`src/rtl/seq_divider.sv`:
```
// Iterative unsigned restoring divider, one quotient bit per clock.
// Holds the add/sub primitive it drives as its only arithmetic element.
module subtractor #(
  parameter int W = 8
) (
  input  logic [W-1:0] a,
  input  logic [W-1:0] b,
  input  logic         cin,
  output logic [W-1:0] sum,
  output logic         cout
);
  // a - b computed as a + ~b + cin; cout=1 means no borrow
  assign {cout, sum} = {1'b0, a} + {1'b0, ~b} + {{W{1'b0}}, cin};
endmodule

module seq_divider #(
  parameter int N = 32
) (
  input  logic         clk,
  input  logic         rst_n,
  input  logic         start,
  input  logic [N-1:0] dividend,
  input  logic [N-1:0] divisor,
  output logic         ready,
  output logic         valid,
  output logic [N-1:0] quotient,
  output logic [N-1:0] remainder,
  output logic         div_by_zero
);
  localparam int CW = (N > 2) ? $clog2(N) : 1;
  localparam logic [CW-1:0] LAST = CW'(N - 1);

  typedef enum logic [1:0] {
    IDLE,
    RUN,
    DONE
  } state_t;

  state_t        state;
  logic [N-1:0]  q_r;
  logic [N-1:0]  r_r;
  logic [N-1:0]  d_r;
  logic [CW-1:0] cnt;

  logic [N:0]    s;
  logic [N:0]    diff;
  logic          cout;
  logic [N-1:0]  q_nxt;
  logic [N-1:0]  r_nxt;

  assign s = {r_r, q_r[N-1]};

  subtractor #(
    .W(N + 1)
  ) u_sub (
    .a   (s),
    .b   ({1'b0, d_r}),
    .cin (1'b1),
    .sum (diff),
    .cout(cout)
  );

  assign q_nxt = {q_r[N-2:0], cout};
  assign r_nxt = cout ? diff[N-1:0] : s[N-1:0];
  assign ready = (state != RUN);

  always_ff @(posedge clk or negedge rst_n) begin
    if (!rst_n) begin
      state       <= IDLE;
      q_r         <= '0;
      r_r         <= '0;
      d_r         <= '0;
      cnt         <= '0;
      valid       <= 1'b0;
      quotient    <= '0;
      remainder   <= '0;
      div_by_zero <= 1'b0;
    end else begin
      valid <= 1'b0;
      unique case (state)
        IDLE, DONE: begin
          if (start) begin
            q_r         <= dividend;
            d_r         <= divisor;
            r_r         <= '0;
            cnt         <= '0;
            div_by_zero <= (divisor == '0);
            // zero divisor skips the iteration entirely
            if (divisor == '0) begin
              state     <= DONE;
              valid     <= 1'b1;
              quotient  <= '1;
              remainder <= dividend;
            end else begin
              state <= RUN;
            end
          end else begin
            state <= IDLE;
          end
        end
        RUN: begin
          q_r <= q_nxt;
          r_r <= r_nxt;
          cnt <= cnt + 1'b1;
          if (cnt == LAST) begin
            state     <= DONE;
            valid     <= 1'b1;
            quotient  <= q_nxt;
            remainder <= r_nxt;
          end
        end
        default: state <= IDLE;
      endcase
    end
  end
endmodule

```
`config.mk`:
```
export PLATFORM = sky130hd
export DESIGN_NAME = seq_divider
export DESIGN_NICKNAME = d
export VERILOG_FILES = /design/src/rtl/seq_divider.sv
export SDC_FILE = /design/constraint.sdc
export NUM_CORES = 1
export LEC_CHECK = 0
export CAP_MARGIN = 20
export CELL_PAD_IN_SITES_DETAIL_PLACEMENT = 1
export CELL_PAD_IN_SITES_GLOBAL_PLACEMENT = 1
export CORE_MARGIN = 2
export CORE_UTILIZATION = 45
export CTS_CLUSTER_SIZE = 40
export DETAILED_ROUTE_END_ITERATION = 6
export PLACE_DENSITY_LB_ADDON = 0.12
export SLEW_MARGIN = 5
export SYNTH_ARGS = -nofsm -noshare
export SYNTH_HDL_FRONTEND = slang
export SYNTH_SLANG_ARGS = --single-unit
```
`constraint.sdc`:
```
create_clock -name clk -period 7.65 [get_ports clk]
set_clock_uncertainty 0.05 [all_clocks]
set_input_delay 1.53 -clock clk [delete_from_list [all_inputs] [get_ports clk]]
set_output_delay 1.53 -clock clk [all_outputs]
set_load 0.02 [all_outputs]
```
==> results.md <==
* # rows at 51
* Synth Warn # at 0
* Max incr delay on CP at 0.75 ns
* Switching Share at 0.485
* Area Overhead vs Synth at 23.4%
* Setup TNS at 0 ns
* Die width at 145 um
* Crit path top cell by count: buf_4
* Via count at 8213
* Finished Layout Cells at 1394
* Worst-Margin Slew at 0.990 ns
* Max Slew Vio Count at 0
* Pwr/cell area at 578 mW/mm^2
* Largest net degree at the start of global routing at 97
* Unrepaired setup endpoints after global routing: no
* Vias in the first global route at 8778
* Clk sinks at 169
* Post-cts resize count at 0
* Max Clk Rate at 0.206 GHz
* Fraction of layout cells with a size suffix above 1 at 0.0602
* Crit path max fanout at 55
* Via density at 5.89
* Overflow after GRT at 0
* Syn Nets at 1115
* CP endpoint kind: flop
* Sequential Power Share at 0.253
* DP Wirelength at 20200 um
* Clock buffer count from CTS at 17
* Htree depth at 4
* Sequential share of the synthesized area at 0.471
* Final nets at 1218
* Router iterations before antenna repair at 7
* Core area at 0.0195 sq mm
* Path type of the worst setup path: in -> reg
* Top-count cell post-synth: nand2_1
* Cell Area, Synth at 0.00897 sq mm
* Sw Pwr at 0.00311 W
* Top-area cell type share of the netlist area at 0.471
* Routed WL per cell at 20.6 um
* Max Root-Sink Buffers at 2
* Design area at 0.0111 sq mm
* Part of the power in the clock network at 0.129
* Mean area per synthesized cell at 8.86 sq um
* Crit path launch type: input pin
* DRC Markers at 0
* Worst Path Arrival at 5.12 ns
* Clock Latency Late Sink at 0.43 ns
* Fin crit share at 0.634
* Syn Inst Count at 1013
* CTS root buf: clkbuf_16
* CP required at 7.92 ns
* Final Hold Fails at 0
* Antenna diode count at 0
* Setup Fix Bufs, Post-CTS at 0
* CTS tree: done
* Clock transition at the registers of the reported paths at 0.07 ns
* Netlist cell types at 63
* Total track usage at 0.280
* Filler Cell Count at 2288
* Finish-stage setup viols at 0
* Port Buffer Count at 133
* Max-Cap Viols at 0
* Static leakage at 4.69 nW
* Top FF cell, synth: dfrtp_1
* Initial core utilization at 0.459
* Die area at 0.0211 sq mm
* Final wirelength at 28700 um
* HP Class: reg -> reg
* Logic pwr share at 0.618
* Synth top area cells: dfrtp_1 (47%), nand2_1 (7.1%), ha_1 (4.7%), a21oi_1 (4.2%), o21ai_0 (4.2%)
* Maximum vdd ir drop at 0.340 mV
* Tmin final at 4.85 ns
* Placed insts at 1361
* Outcome: finished clean
* Async SR Flop Fraction at 1.00
* CP max stage cell: inv_2
* Post-route ant nets at 0
* First-pass GRT wire length at 47400 um
* Yosys reg bits at 169
* Initial antenna violation count at 0
* Initial detailed-routing violation count at 345
* CP cell instances: clkdlybuf4s50_1, nor4_1, nand4_1, nor3_1, nor2_2, buf_4, inv_2, buf_4, nand2_1, o22a_1
* Most frequent cells after synthesis: nand2_1 (170), dfrtp_1 (169), nor2_1 (78)
* GP Congestion at 0.876
* Placed cell area at 0.0105 sq mm
* Post-synth EDFFs at 0
* P_int at 0.00330 W
* Die Height at 145 um
* IO Count at 134
* Hold buffer count at CTS at 0
* Cell taking the most area after synthesis: dfrtp_1
* Slew HR at 0.339
placed cells by master (no fill, tap or decap), drive strengths merged, types with 33 or more instances in the layout:
cell type,synthesis,routed
nand2,171,171
dfrtp,169,169
clkdlybuf4s50,0,132
o21ai,89,89
a21oi,79,79
nor2,78,78
inv,42,48
a31oi,47,47
nand3,35,35
ha,34,34
o22a,33,33
per-stage QoR:
| stage | total power, W | util | hold slack (ns) | worst slack [ns] |
|---|---|---|---|---|
| after CTS | 0.00641 | 0.566 | 0.445 | 2.77 |
| after floorplan | 0.00426 | - | 0.399 | 4.40 |
| after detailed placement | 0.00552 | 0.538 | 0.428 | 2.30 |
| after global routing | 0.00689 | 0.567 | 0.463 | 2.51 |
| final | 0.00640 | 0.567 | 0.443 | 2.80 |
| after global placement | 0.00541 | 0.538 | 0.420 | 2.36 |
power groups by stage:
stage / sequential [W] / clock (W) / combinational [W]
after detailed placement: 0.00163 / 0 / 0.00390
after global routing: 0.00167 / 0.000872 / 0.00435
final: 0.00162 / 0.000823 / 0.00396
after global placement: 0.00162 / 0 / 0.00379
after floorplan: 0.00171 / 0 / 0.00255
after CTS: 0.00162 / 0.000837 / 0.00395
critical path: cells and delay by family:
kind	cells	cell delay (ns)
simple gates	5	1.63
buf+inv	4	1.80
compound gates	1	0.15
layer usage:
metal	share of wire	track usage	routed length (um)
met5	0	0	0
met4	0.032	0.104	932
met3	0.038	0.0415	1100
met2	0.50	0.491	14500
met1	0.42	0.353	12200
sequential cells by signal, indices dropped and copies added (netlist names):
name / count
quotient: 32
q_r: 32
cnt: 5
d_r: 32
r_r: 32
valid: 1
state: 2
div_by_zero: 1
remainder: 32
path summary, 6_finish.rpt:
kind,from,endpoint,slack [ns],cells after the start
min,quotient[18]$_DFFE_PN0P_,quotient[18]$_DFFE_PN0P_,0.44,1
max,divisor[20],remainder[1]$_DFFE_PN0P_,2.80,10
max reg2reg,r_r[18]$_DFFE_PN0P_,r_r[27]$_DFFE_PN0P_,3.97,10
max in group asynchronous,rst_n,r_r[22]$_DFFE_PN0P_,5.25,3
min in group asynchronous,rst_n,d_r[26]$_DFFE_PN0P_,1.12,1
min reg2reg,quotient[18]$_DFFE_PN0P_,quotient[18]$_DFFE_PN0P_,0.44,1
kinds of logic (layout without fill, tap and decap cells):
logic type	count (synthesis)	after routing	synth area share
flip-flops	169	169	0.471
buffers and inverters	104	220	0.0459
AO/OA/AOI/OAI	334	334	0.238
XOR/XNOR	17	17	0.0166
adder cells (fa/ha/maj)	35	35	0.0497
multiplexers	10	10	0.0113
AND/OR/NAND/NOR	344	344	0.167
area by class of cell:
type                       instances  area, sq um  area share
inverter                          42          158      0.0142
tap                              265          332      0.0299
clock inverter                    14          116      0.0105
multi-input combinational        740         4360       0.394
timing repair buffer             146         1450       0.131
sequential                       169         4230       0.382
clock buffer                      18          429      0.0388
(Power assumes the default switching activity.)
